<file path="config.mk">
export PLATFORM = sky130hd
export DESIGN_NAME = sgd_dispatch_mc
export DESIGN_NICKNAME = d
export VERILOG_FILES = /design/src/rtl/sgd_dispatch_mc.sv
export SDC_FILE = /design/constraint.sdc
export NUM_CORES = 1
export LEC_CHECK = 0
export CAP_MARGIN = 20
export CORE_AREA = 8 8 541 543
export CTS_CLUSTER_SIZE = 14
export DETAILED_ROUTE_END_ITERATION = 8
export DIE_AREA = 0 0 549 551
export PLACE_DENSITY = 0.36
export SETUP_SLACK_MARGIN = 0.1
export SLEW_MARGIN = 20
export SYNTH_ARGS = -nofsm -noshare
export SYNTH_HDL_FRONTEND = slang
export SYNTH_SLANG_ARGS = --single-unit
</file>
<file path="constraint.sdc">
create_clock -name clk -period 35.8 [get_ports clk]
set_input_delay 3.58 -clock clk [delete_from_list [all_inputs] [get_ports clk]]
set_output_delay 3.58 -clock clk [all_outputs]
set_load 0.02 [all_outputs]
</file>
<file path="src/rtl/sgd_dispatch_mc.sv">
// Read-data dispatcher: routes tagged read beats to the a channels or the b slicer,
// with registered flow control and saturating stall/drop/error counters.
module sgd_dispatch_mc #(
    parameter int DATA_WIDTH   = 512,
    parameter int ID_WIDTH     = 5,
    parameter int NUM_OF_BANKS = 8,
    parameter int B_WIDTH      = 32,
    parameter int NUM_A_CH     = 2,
    parameter int A_TAG_BASE   = 0,
    parameter int B_TAG        = 4
) (
    input  logic                             clk,
    input  logic                             rst,
    input  logic                             started,
    input  logic                             m_axi_RVALID,
    input  logic [DATA_WIDTH-1:0]            m_axi_RDATA,
    input  logic                             m_axi_RLAST,
    input  logic [ID_WIDTH-1:0]              m_axi_RID,
    input  logic [1:0]                       m_axi_RRESP,
    output logic                             m_axi_RREADY,
    output logic [DATA_WIDTH-1:0]            a_data,
    output logic [NUM_A_CH-1:0]              a_wr_en,
    input  logic [NUM_A_CH-1:0]              a_almost_full,
    output logic [B_WIDTH*NUM_OF_BANKS-1:0]  b_data,
    output logic                             b_wr_en,
    input  logic                             b_almost_full,
    output logic [31:0]                      stall_cnt,
    output logic [31:0]                      drop_cnt,
    output logic [31:0]                      err_cnt
);
    localparam int SLICE_W  = B_WIDTH * NUM_OF_BANKS;
    localparam int B_SLICES = (SLICE_W > 0) ? DATA_WIDTH / SLICE_W : 0;
    localparam int IDX_W    = (B_SLICES > 1) ? $clog2(B_SLICES) : 1;

    generate
        if (SLICE_W <= 0 || B_SLICES == 0 || (DATA_WIDTH % SLICE_W) != 0) begin : g_bad_geometry
            $fatal(1, "sgd_dispatch_mc: DATA_WIDTH must be a nonzero multiple of B_WIDTH*NUM_OF_BANKS");
        end
    endgenerate

    typedef enum logic [1:0] {S_IDLE, S_POLL, S_WRITE} b_state_t;

    b_state_t                r_state;
    b_state_t                w_state_next;
    logic                    r_started;
    logic                    r_rready;
    logic                    r_bp;
    logic [NUM_A_CH-1:0]     r_a_wr_en;
    logic [DATA_WIDTH-1:0]   r_a_data;
    logic [DATA_WIDTH-1:0]   r_b_buf;
    logic [SLICE_W-1:0]      r_b_data;
    logic                    r_b_wr_en;
    logic [IDX_W-1:0]        r_idx;
    logic [31:0]             r_stall_cnt;
    logic [31:0]             r_drop_cnt;
    logic [31:0]             r_err_cnt;

    logic                    w_accept;
    logic                    w_is_b;
    logic [NUM_A_CH-1:0]     w_a_hit;
    logic                    w_last_slice;
    logic                    w_emit;
    logic                    w_load;
    logic                    w_b_busy_next;
    logic [SLICE_W-1:0]      w_slice;
    logic                    w_unused_rlast;

    function automatic logic [31:0] sat_inc(input logic [31:0] v, input logic en);
        return (en && (v != 32'hFFFF_FFFF)) ? v + 32'd1 : v;
    endfunction

    assign w_unused_rlast = m_axi_RLAST;
    assign w_accept       = m_axi_RVALID & r_rready;
    assign w_is_b         = (m_axi_RID == ID_WIDTH'(B_TAG));
    assign w_last_slice   = (r_idx == IDX_W'(B_SLICES - 1));
    assign w_slice        = SLICE_W'(r_b_buf >> (int'(r_idx) * SLICE_W));

    always_comb begin
        w_a_hit = '0;
        for (int k = 0; k < NUM_A_CH; k++) begin
            w_a_hit[k] = (m_axi_RID == ID_WIDTH'(A_TAG_BASE + k));
        end
    end

    always_comb begin
        w_state_next = r_state;
        w_emit       = 1'b0;
        w_load       = 1'b0;
        case (r_state)
            S_IDLE:  if (r_started) w_state_next = S_POLL;
            S_POLL: begin
                if (w_accept && w_is_b) begin
                    w_load       = 1'b1;
                    w_state_next = S_WRITE;
                end
            end
            S_WRITE: begin
                if (!b_almost_full) begin
                    w_emit = 1'b1;
                    if (w_last_slice) w_state_next = S_POLL;
                end
            end
            default: w_state_next = S_IDLE;
        endcase
    end

    // Ready drops while a b beat is still being sliced out, so a new b beat never overwrites the buffer.
    assign w_b_busy_next = (w_accept & w_is_b) | ((r_state == S_WRITE) & ~(w_emit & w_last_slice));

    always_ff @(posedge clk) begin
        if (rst) begin
            r_state     <= S_IDLE;
            r_started   <= 1'b0;
            r_rready    <= 1'b0;
            r_bp        <= 1'b0;
            r_a_wr_en   <= '0;
            r_b_wr_en   <= 1'b0;
            r_idx       <= '0;
            r_stall_cnt <= '0;
            r_drop_cnt  <= '0;
            r_err_cnt   <= '0;
        end else begin
            r_state     <= w_state_next;
            r_started   <= r_started | started;
            r_rready    <= r_started & ~(|a_almost_full) & ~b_almost_full & ~w_b_busy_next;
            r_bp        <= (|a_almost_full) | b_almost_full;
            r_a_wr_en   <= w_accept ? w_a_hit : '0;
            r_b_wr_en   <= w_emit;
            if (w_load) begin
                r_idx <= '0;
            end else if (w_emit) begin
                r_idx <= r_idx + IDX_W'(1);
            end
            r_stall_cnt <= sat_inc(r_stall_cnt, r_bp);
            r_drop_cnt  <= sat_inc(r_drop_cnt, w_accept & ~(|w_a_hit) & ~w_is_b);
            r_err_cnt   <= sat_inc(r_err_cnt, w_accept & (m_axi_RRESP != 2'b00));
        end
    end

    // Data paths carry no reset; they are only meaningful alongside their strobes.
    always_ff @(posedge clk) begin
        r_a_data <= m_axi_RDATA;
        if (w_load) r_b_buf <= m_axi_RDATA;
        if (w_emit) r_b_data <= w_slice;
    end

    assign m_axi_RREADY = r_rready;
    assign a_data       = r_a_data;
    assign a_wr_en      = r_a_wr_en;
    assign b_data       = r_b_data;
    assign b_wr_en      = r_b_wr_en;
    assign stall_cnt    = r_stall_cnt;
    assign drop_cnt     = r_drop_cnt;
    assign err_cnt      = r_err_cnt;
endmodule

</file>
== Word level (Yosys, flattened, before mapping) ==
Index checks and enable logic that the tools add are counted.

* Add/subtract/negate cells: 4
* Multipliers: 0
* Divide/modulo/power cells: 0
* Order comparisons: 0
* Eq/ne operators: 11
* Shift operators: 1
* Multiplexer cells: 9
* Bitwise logic cells: 20
* Reductions and logical operators: 12

{| class="wikitable"
|+ Operators by type and width
! operator !! count
|-
| $shr A512 B9 Y256 || 1
|-
| $add A32 B1 Y32 const B || 3
|-
| $ne A32 B32 Y1 const B || 3
|-
| $and A1 B1 Y1 || 10
|-
| $mux W2 || 4
|-
| $ne A2 B2 Y1 const B || 4
|-
| $reduce_or A2 Y1 || 4
|-
| $not A1 Y1 || 7
|-
| $pmux W2 S3 || 1
|-
| $eq A5 B1 Y1 const B || 1
|-
| $eq A5 B3 Y1 const B || 1
|-
| $logic_not A5 Y1 || 1
|-
| $logic_and A1 B1 Y1 || 4
|-
| $mux W1 || 4
|-
| $reduce_and A4 Y1 || 1
|-
| $or A1 B1 Y1 || 3
|-
| $eq A2 B1 Y1 const B || 1
|-
| $eq A2 B2 Y1 const B || 1
|-
| $logic_not A2 Y1 || 1
|-
| $reduce_bool A2 Y1 || 1
|-
| $add A1 B1 Y1 const B || 1
|}

* Flip-flop bits (word level): 1385
* Bits in latches: 0
* RAM bits: 0
* Memory bits (read-only): 0
* Input bits: 527
* Output and inout bits: 868
* Logic and storage cells: 70
* Memories kept: 0

== Logic depth before layout (Yosys ltp) ==
Gate-level depths: netlist (run 1).

* Depth after elaboration: 8
* Mapped depth: 7
* Mapped depth without buffers: 6

== Worst setup path after synthesis (run 1) ==
OpenSTA, ideal clock, no wires.

* Path kind: input port to flip-flop
* From: input port b_almost_full
* To: register r_idx
* Library setup time: 0.574 ns
* Arrival: 14.726 ns
* Setup slack: 20.500 ns
* Stages on the path: 3
* Buffers on the path: 0
* Cells stage by stage: nor2_1 xnor2_1 nor3_1

* Word-level cells in the longest chain between the ends: 2

{| class="wikitable"
|+ RTL lines
! what !! RTL line !! RTL
|-
| from (decl) || 26 || <nowiki>input logic b_almost_full,</nowiki>
|-
| $mux W1 || 98 || <nowiki>if (!b_almost_full) begin</nowiki>
|-
| $mux W1 || 89 || <nowiki>case (r_state)</nowiki>
|-
| to (signal assigned) || 132 || <nowiki>r_idx <= r_idx + IDX_W'(1);</nowiki>
|-
| to (decl) || 53 || <nowiki>logic [IDX_W-1:0] r_idx;</nowiki>
|}

No other way between the ends.
A chain may end at the register's enable or synchronous reset.

== Final worst setup path (run 1) ==
* From: input port m_axi_RID[1]
* To: register r_b_buf[277] (enable)

* Word-level cells in the longest chain between the ends: 4

{| class="wikitable"
|+ RTL lines
! what !! RTL line !! RTL
|-
| from (decl) || 18 || <nowiki>input logic [ID_WIDTH-1:0] m_axi_RID,</nowiki>
|-
| $eq A5 B3 Y1 || 74 || <nowiki>assign w_is_b = (m_axi_RID == ID_WIDTH'(B_TAG));</nowiki>
|-
| $logic_and A1 B1 Y1 || 92 || <nowiki>if (w_accept && w_is_b) begin</nowiki>
|-
| $mux W1 || 92 ||
|-
| $mux W1 || 89 ||
|-
| via w_load || 63 || <nowiki>logic w_load;</nowiki>
|-
| to (signal assigned) || 143 || <nowiki>if (w_load) r_b_buf <= m_axi_RDATA;</nowiki>
|-
| to (decl) || 50 || <nowiki>logic [DATA_WIDTH-1:0] r_b_buf;</nowiki>
|}

The timed path passes the listed nets, and every way through them passes these cells.

==> results_tabular.tex, run 1 <==
\begin{tabular}{lr}
\hline
Metric & Value \\
\hline
\multicolumn{2}{l}{\textbf{Timing}} \\
\quad Shortest clock period the worst path allows after layout & 8120 ps \\
\quad Worst relative slew slack & 30.3\% \\
\quad Post-Route Skew & 63.3 ps \\
\quad Final hold violations & 0 \\
\quad Worst Hold Slack & 492 ps \\
\quad Number of pins exceeding their max-slew limit in the final report & 0 \\
\quad Highest clock frequency the design can meet & 123 MHz \\
\quad Final-report setup violation count & 0 \\
\quad Total negative slack & 0 ps \\
\quad Actual slew at the worst max-slew pin & 1050 ps \\
\quad Period utilization & 22.7\% \\
\quad RSZ-0062 raised after global routing & no \\
\multicolumn{2}{l}{\textbf{Synth}} \\
\quad Cell type with the largest total area after synthesis & edfxtp\_1 \\
\quad Post-Synth Adder-Cell Area & 0.0904\% \\
\quad Fraction of registers with async set/reset & 0\% \\
\quad Warnings, synthesis & 0 \\
\quad Top-count cell post-synth & edfxtp\_1 \\
\quad Synth Area in Simple Gates & 3.90\% \\
\quad Parity-gate share of the synthesized area counting xor and xnor cells & 0.823\% \\
\quad Cell count after synthesis & 2188 \\
\quad Area of the mapped netlist & 0.0415 mm\^{}2 \\
\quad Share of the synthesized area in the top cell type & 55.6\% \\
\quad Top\_reg\_cell synth & edfxtp\_1 \\
\quad Compound-Gate Fraction of Synth Area & 1.98\% \\
\quad Top post-synthesis cells by area & edfxtp\_1, dfxtp\_1, mux2\_2 \\
\quad Count of unique library cells instantiated by Yosys & 53 \\
\quad Cell types with the highest counts after synthesis & edfxtp\_1, dfxtp\_1, mux2\_2, nor2\_1, clkbuf\_1 \\
\quad Syn avg cell area & 19.0 um\^{}2 \\
\quad Number of synthesized flops with an enable pin & 768 \\
\quad Seq/Total Area, Yosys & 85.3\% \\
\quad Number of nets in the synthesized netlist & 2718 \\
\quad Mux cell area share after synthesis & 7.24\% \\
\quad Dominant combinational cell family by area after synthesis & multiplexers \\
\quad Number of synthesized register bits & 1385 \\
\multicolumn{2}{l}{\textbf{Global route}} \\
\quad GRT Resource Usage Total & 13.6\% \\
\quad Number of global-route vias before repair & 26900 \\
\quad Initial antenna violation count & 172 \\
\quad Largest net degree at the start of global routing & 146 \\
\quad Total congestion overflow after global routing & 0 \\
\quad Global-route wire length before repair & 273000 um \\
\multicolumn{2}{l}{\textbf{Cells and area}} \\
\quad Fraction of layout cells with a size suffix above 1 & 14.3\% \\
\quad Number of nets in the layout & 4248 \\
\quad Share of the core filled with cells & 23.2\% \\
\quad Layout overhead on the synthesized area & 58.5\% \\
\multicolumn{2}{l}{\textbf{Clock tree}} \\
\quad Clock buffer count from CTS & 169 \\
\quad \# Post-CTS Setup Buffers & 0 \\
\quad CTS clock-pin slew for the worst setup and hold paths & 60 ps \\
\quad Worst-Skew Late Latency & 830 ps \\
\quad Sinks on Clock Net & 1385 \\
\quad TritonCTS clock tree & done \\
\quad Clock buffer depth & 4 \\
\quad Hold Buf Count CTS & 0 \\
\quad Cell at the root of the clock tree & clkbuf\_16 \\
\quad H-tree level count & 4 \\
\quad Count of instances resized after the clock tree is built & 0 \\
\multicolumn{2}{l}{\textbf{Detailed routing}} \\
\quad Count of TritonRoute iterations in the first routing pass & 5 \\
\quad Final routed wirelength across all metal layers & 216000 um \\
\quad Average wire length per cell after detail routing & 28.2 um \\
\quad Number of DRC violations after detailed-routing iteration 0 & 1520 \\
\quad \# DRC & 0 \\
\quad Via total after detailed routing & 25900 \\
\quad Number of routed nets with antenna violations & 0 \\
\quad Via density per instance & 3.38 \\
\multicolumn{2}{l}{\textbf{Job}} \\
\quad Maximum capacitance violations & 0 \\
\multicolumn{2}{l}{\textbf{Setup path}} \\
\quad Worst Path Class, Setup & in2reg \\
\quad Launching instance or port of the critical path & m\_axi\_RID[1] \\
\quad Data required time of the critical path & 36250 ps \\
\quad Type of element capturing the critical path & register \\
\quad End point of the critical path & r\_b\_buf[277]\$\_DFFE\_PP\_ \\
\quad Reg2reg end & r\_b\_buf[277]\$\_DFFE\_PP\_ \\
\quad Crit start category & primary input \\
\quad Reg2Reg Setup Slack & 30710 ps \\
\quad Arrival time of data at the critical path endpoint & 8570 ps \\
\quad Worst r2r path cells & 7 \\
\quad RR Startpoint & m\_axi\_RREADY\$\_SDFF\_PP0\_ \\
\quad Largest fanout on the critical path & 85 \\
\multicolumn{2}{l}{\textbf{Power and ir drop}} \\
\quad Maximum resistive drop on vdd & 35.7 uV \\
\quad Power density over the cells & 55.3 mW/mm\^{}2 \\
\quad Leak & 21.9 nW \\
\multicolumn{2}{l}{\textbf{Die}} \\
\quad Initial cell density of the core & 14.6\% \\
\quad Core area & 0.284 mm\^{}2 \\
\quad Ports placed on the boundary & 1395 \\
\quad Placement row count & 196 \\
\quad Die height & 551 um \\
\quad Floorplan die area & 0.302 mm\^{}2 \\
\quad Die width & 549 um \\
\multicolumn{2}{l}{\textbf{Hold path}} \\
\quad Worst Hold Launch & r\_started\$\_SDFF\_PP0\_ \\
\quad Class of the most critical hold timing path & reg2reg \\
\multicolumn{2}{l}{\textbf{Place}} \\
\quad DP HPWL & 173000 um \\
\quad Number of port buffers & 1393 \\
\quad Final weighted congestion in routability-driven placement & 0.833 \\
\multicolumn{2}{l}{\textbf{Run status}} \\
\quad Status & completed \\
\hline
\end{tabular}
## metal layers
layer  wire (um)  vias to the layer above  track usage (%)
li1            -                    11300                -
met1       73300                    12600             13.5
met2      102000                     1385             23.0
met3       35300                      463             9.88
met4        4670                       76             2.67
met5         486                        -                0
## flip-flops by register name, summed over array words and instances (netlist names), 2 cells and up
| signal | cells |
|---|---|
| stall_cnt | 32 |
| r_state | 2 |
| err_cnt | 32 |
| b_data | 256 |
| drop_cnt | 32 |
| r_b_buf | 512 |
| a_wr_en | 2 |
| a_data | 512 |
## worst min-delay path by stage
stage                            endpoint  cells past startpoint
2_1_floorplan        r_started$_SDFF_PP0_                      2
3_3_place_gp   stall_cnt[13]$_SDFFE_PP0P_                      2
3_5_place_dp         r_started$_SDFF_PP0_                      2
4_1_cts              r_started$_SDFF_PP0_                      2
5_1_grt           m_axi_RREADY$_SDFF_PP0_                      1
6_report             r_started$_SDFF_PP0_                      2
## layout make-up
cell class / instances / area, um^2
repair buffers: 1416 / 14100
clock buffers: 255 / 4980
inverters: 12 / 52.6
diodes: 19 / 47.5
well taps: 3762 / 4710
multi-input cells: 734 / 5840
fillers: 29600 / 218000
flip-flops and latches: 1385 / 35400
clock inverters: 56 / 596
## cells by family (layout without fill, tap and decap cells)
group | Yosys count | in the layout
flops | 1385 | 1385
simple gates | 294 | 294
mux | 267 | 267
compound gates | 131 | 131
buf+inv | 69 | 1739
xor+xnor | 39 | 39
fa+ha+maj | 3 | 3
other cells | 0 | 19
## power breakdown
part	switching [W]	internal, W
Clock	0.000698	0.00102
Combinational	0.000101	0.000101
Sequential	0.0000103	0.00170
## through the flow
step                      setup slack, ps  std cells  total power (W)  area [um^2]
after CTS                           27700       7620          0.00371        65700
after global routing                27350       7624          0.00377        65700
after detailed placement            26750       7309          0.00195        60200
after floorplan                     20500       2188          0.00179        41500
final                               27680       7639          0.00364        65800
after global placement              26770       7309          0.00195        60200
## worst max-delay path: stages
cell             delay, ps
clkdlybuf4s50_1        400
nor3_1                 370
nor4bb_1               550
nand3b_1               300
inv_8                  520
buf_4                  800
buf_4                  830
buf_4                  810
## cell usage in the layout, fill, tap and decap left out, drive strengths merged, types with 9 or more instances in the layout
master            n
a21oi            47
buf              24
clkbuf          255
clkdlybuf4s50  1392
clkinv           41
dfxtp           617
diode            19
edfxtp          768
inv              18
mux2            264
nand2            42
nand3            32
nand4            28
nor2             69
nor3             12
nor4             20
o211ai            9
o21ai            29
o31ai            15
or3              26
or4              20
xnor2            22
xor2             17
Power figures use the tool's default switching activity.
==> run 2, diff against run 1 <==
--- a/config.mk
+++ b/config.mk
@@ -10,7 +10,7 @@
 export CTS_CLUSTER_SIZE = 14
 export DETAILED_ROUTE_END_ITERATION = 8
 export DIE_AREA = 0 0 549 551
-export PLACE_DENSITY = 0.36
+export PLACE_DENSITY = 0.38
 export SETUP_SLACK_MARGIN = 0.1
 export SLEW_MARGIN = 20
 export SYNTH_ARGS = -nofsm -noshare
==> constraint.sdc (replaced) <==
create_clock -name clk -period 7.2 [get_ports clk]
set_input_delay 0.72 -clock clk [delete_from_list [all_inputs] [get_ports clk]]
set_output_delay 0.72 -clock clk [all_outputs]
set_load 0.02 [all_outputs]
==> run 2 against run 1 <==
Against the previous run:
- setup slack got worse by 24000 ps
- routed wire length rose by 1.0%
- via count grew 0.46%
- largest cell class unchanged
==> results_tabular.tex, run 2 (synthesis gave the netlist of run 1 again) <==
\begin{tabular}{lr}
\hline
Metric & Value \\
\hline
\multicolumn{2}{l}{\textbf{Cells and area}} \\
\quad Total area of sequential cells & 0.0354 mm\^{}2 \\
\quad Most common cell after layout, fill and taps aside & clkdlybuf4s50\_1 \\
\quad Share of the core filled with cells & 23.2\% \\
\quad Multi-input gate area in the final layout & 0.00586 mm\^{}2 \\
\quad Post-layout instance count excluding filler cells & 7627 \\
\quad Number of nets in the layout & 4244 \\
\quad Layout overhead on the synthesized area & 58.5\% \\
\quad Commonest non-fill, non-tap cells in the layout & clkdlybuf4s50\_1, edfxtp\_1, dfxtp\_1 \\
\quad Final standard cell area without fillers & 0.0658 mm\^{}2 \\
\quad Layout filler cell count & 29700 \\
\quad Fraction of layout cells with a size suffix above 1 & 14.4\% \\
\multicolumn{2}{l}{\textbf{Detailed routing}} \\
\quad Count of TritonRoute iterations in the first routing pass & 5 \\
\quad Via total after detailed routing & 26000 \\
\quad Final routed wirelength across all metal layers & 218000 um \\
\quad Number of DRC violations after detailed-routing iteration 0 & 1337 \\
\quad Average wire length per cell after detail routing & 28.6 um \\
\quad Number of routed nets with antenna violations & 0 \\
\quad \# DRC & 0 \\
\quad Via density per instance & 3.41 \\
\multicolumn{2}{l}{\textbf{Timing}} \\
\quad Worst relative slew slack & 32.6\% \\
\quad Actual slew at the worst max-slew pin & 1010 ps \\
\quad Shortest clock period the worst path allows after layout & 3150 ps \\
\quad Worst Hold Slack & 363 ps \\
\quad RSZ-0062 raised after global routing & no \\
\quad Number of pins exceeding their max-slew limit in the final report & 0 \\
\quad Highest clock frequency the design can meet & 318 MHz \\
\quad Period utilization & 43.7\% \\
\quad Post-Route Skew & 37.0 ps \\
\quad Total negative slack & 0 ps \\
\quad Final-report setup violation count & 0 \\
\quad Final hold violations & 0 \\
\multicolumn{2}{l}{\textbf{Die}} \\
\quad Placement row count & 196 \\
\quad Die height & 551 um \\
\quad Die width & 549 um \\
\quad Core area & 0.284 mm\^{}2 \\
\quad Floorplan die area & 0.302 mm\^{}2 \\
\quad Ports placed on the boundary & 1395 \\
\quad Initial cell density of the core & 14.6\% \\
\multicolumn{2}{l}{\textbf{Setup path}} \\
\quad Type of element capturing the critical path & register \\
\quad Arrival time of data at the critical path endpoint & 3570 ps \\
\quad Data required time of the critical path & 7620 ps \\
\quad Worst Path Class, Setup & in2reg \\
\quad Largest fanout on the critical path & 44 \\
\quad Crit start category & primary input \\
\multicolumn{2}{l}{\textbf{Job}} \\
\quad Maximum capacitance violations & 0 \\
\multicolumn{2}{l}{\textbf{Place}} \\
\quad Final weighted congestion in routability-driven placement & 0.840 \\
\quad Number of port buffers & 1393 \\
\quad DP HPWL & 176000 um \\
\quad Cell area reported after detailed placement & 0.0603 mm\^{}2 \\
\quad \# placed instances & 7308 \\
\multicolumn{2}{l}{\textbf{Global route}} \\
\quad Initial antenna violation count & 173 \\
\quad Global-route wire length before repair & 276000 um \\
\quad Number of global-route vias before repair & 26800 \\
\quad Total congestion overflow after global routing & 0 \\
\quad Largest net degree at the start of global routing & 119 \\
\quad GRT Resource Usage Total & 13.7\% \\
\multicolumn{2}{l}{\textbf{Clock tree}} \\
\quad H-tree level count & 4 \\
\quad TritonCTS clock tree & done \\
\quad Clock buffer depth & 4 \\
\quad Hold Buf Count CTS & 0 \\
\quad Count of instances resized after the clock tree is built & 0 \\
\quad Cell at the root of the clock tree & clkbuf\_16 \\
\quad Sinks on Clock Net & 1385 \\
\quad \# Post-CTS Setup Buffers & 0 \\
\quad CTS clock-pin slew for the worst setup and hold paths & 50 ps \\
\quad Worst-Skew Late Latency & 820 ps \\
\quad Clock buffer count from CTS & 166 \\
\multicolumn{2}{l}{\textbf{Power and ir drop}} \\
\quad Maximum resistive drop on vdd & 187 uV \\
\quad Net switching fraction of the power & 22.8\% \\
\quad Portion of total power attributed to combinational logic & 5.7\% \\
\quad Leak & 21.9 nW \\
\quad Cell-internal power & 0.0139 W \\
\quad Power density over the cells & 273 mW/mm\^{}2 \\
\quad Total net switching power & 0.00410 W \\
\quad Clock network fraction of design power & 47.0\% \\
\quad Sequential power share & 47.4\% \\
\multicolumn{2}{l}{\textbf{Run status}} \\
\quad Status & completed \\
\multicolumn{2}{l}{\textbf{Hold path}} \\
\quad Class of the most critical hold timing path & in2reg \\
\hline
\end{tabular}
run 2: cell types whose count changed in the layout (fill, tap and decap cells not counted), sizes merged:
| cell | delta |
|---|---|
| clkbuf | -21 |
| buf | -1 |
| clkinv | +3 |
| diode | -4 |
| clkinvlp | +4 |
| inv | +6 |
| bufinv | +1 |
run 2: final timing paths:
kind / startpoint / to / slack, ps / depth (start not counted)
worst max-delay path: m_axi_RID[1] / r_b_buf[197]$_DFFE_PP_ / 4050 / 7
worst min-delay path: rst / stall_cnt[15]$_SDFFE_PP0P_ / 360 / 2
worst max register to register: m_axi_RREADY$_SDFF_PP0_ / r_b_buf[197]$_DFFE_PP_ / 4260 / 6
worst min register to register: r_started$_SDFF_PP0_ / r_started$_SDFF_PP0_ / 490 / 2
run 2: area by class of cell:
type | instances | area share [%]
clock inverter | 70 | 1.18
inverter | 12 | 0.0742
sequential | 1385 | 53.8
clock buffer | 234 | 7.12
multi-input combinational | 734 | 8.91
antenna | 15 | 0.0571
timing repair buffer | 1415 | 21.7
tap | 3762 | 7.16
run 2: critical path, stage by stage:
cell and delay (ps):
clkdlybuf4s50_1 550, nor3_4 300, nor4bb_4 400, nand3b_1 170, clkinvlp_4 490, buf_12 260, buf_4 560
run 2: metrics by stage:
step | worst slack (ps) | total power [W]
after floorplan | -1930 | 0.00889
after global placement | 3170 | 0.00973
after detailed placement | 3180 | 0.00972
after CTS | 4050 | 0.0183
after global routing | 3980 | 0.0186
final | 4050 | 0.0180
run 2: layer usage:
metal	global-route usage, %	share of wire [%]	vias up
li1	-	-	11300
met4	2.43	2.2	92
met1	13.3	34	12700
met3	10.3	16	470
met5	0	0.28	-
met2	23.4	47	1421
run 2: power groups by stage:
stage	sequential, W	combinational, W	clock, W
final	0.00852	0.00102	0.00844
after CTS	0.00852	0.00104	0.00876
after global routing	0.00853	0.00106	0.00906
after global placement	0.00868	0.00104	0
after floorplan	0.00887	0.0000170	0
after detailed placement	0.00868	0.00103	0
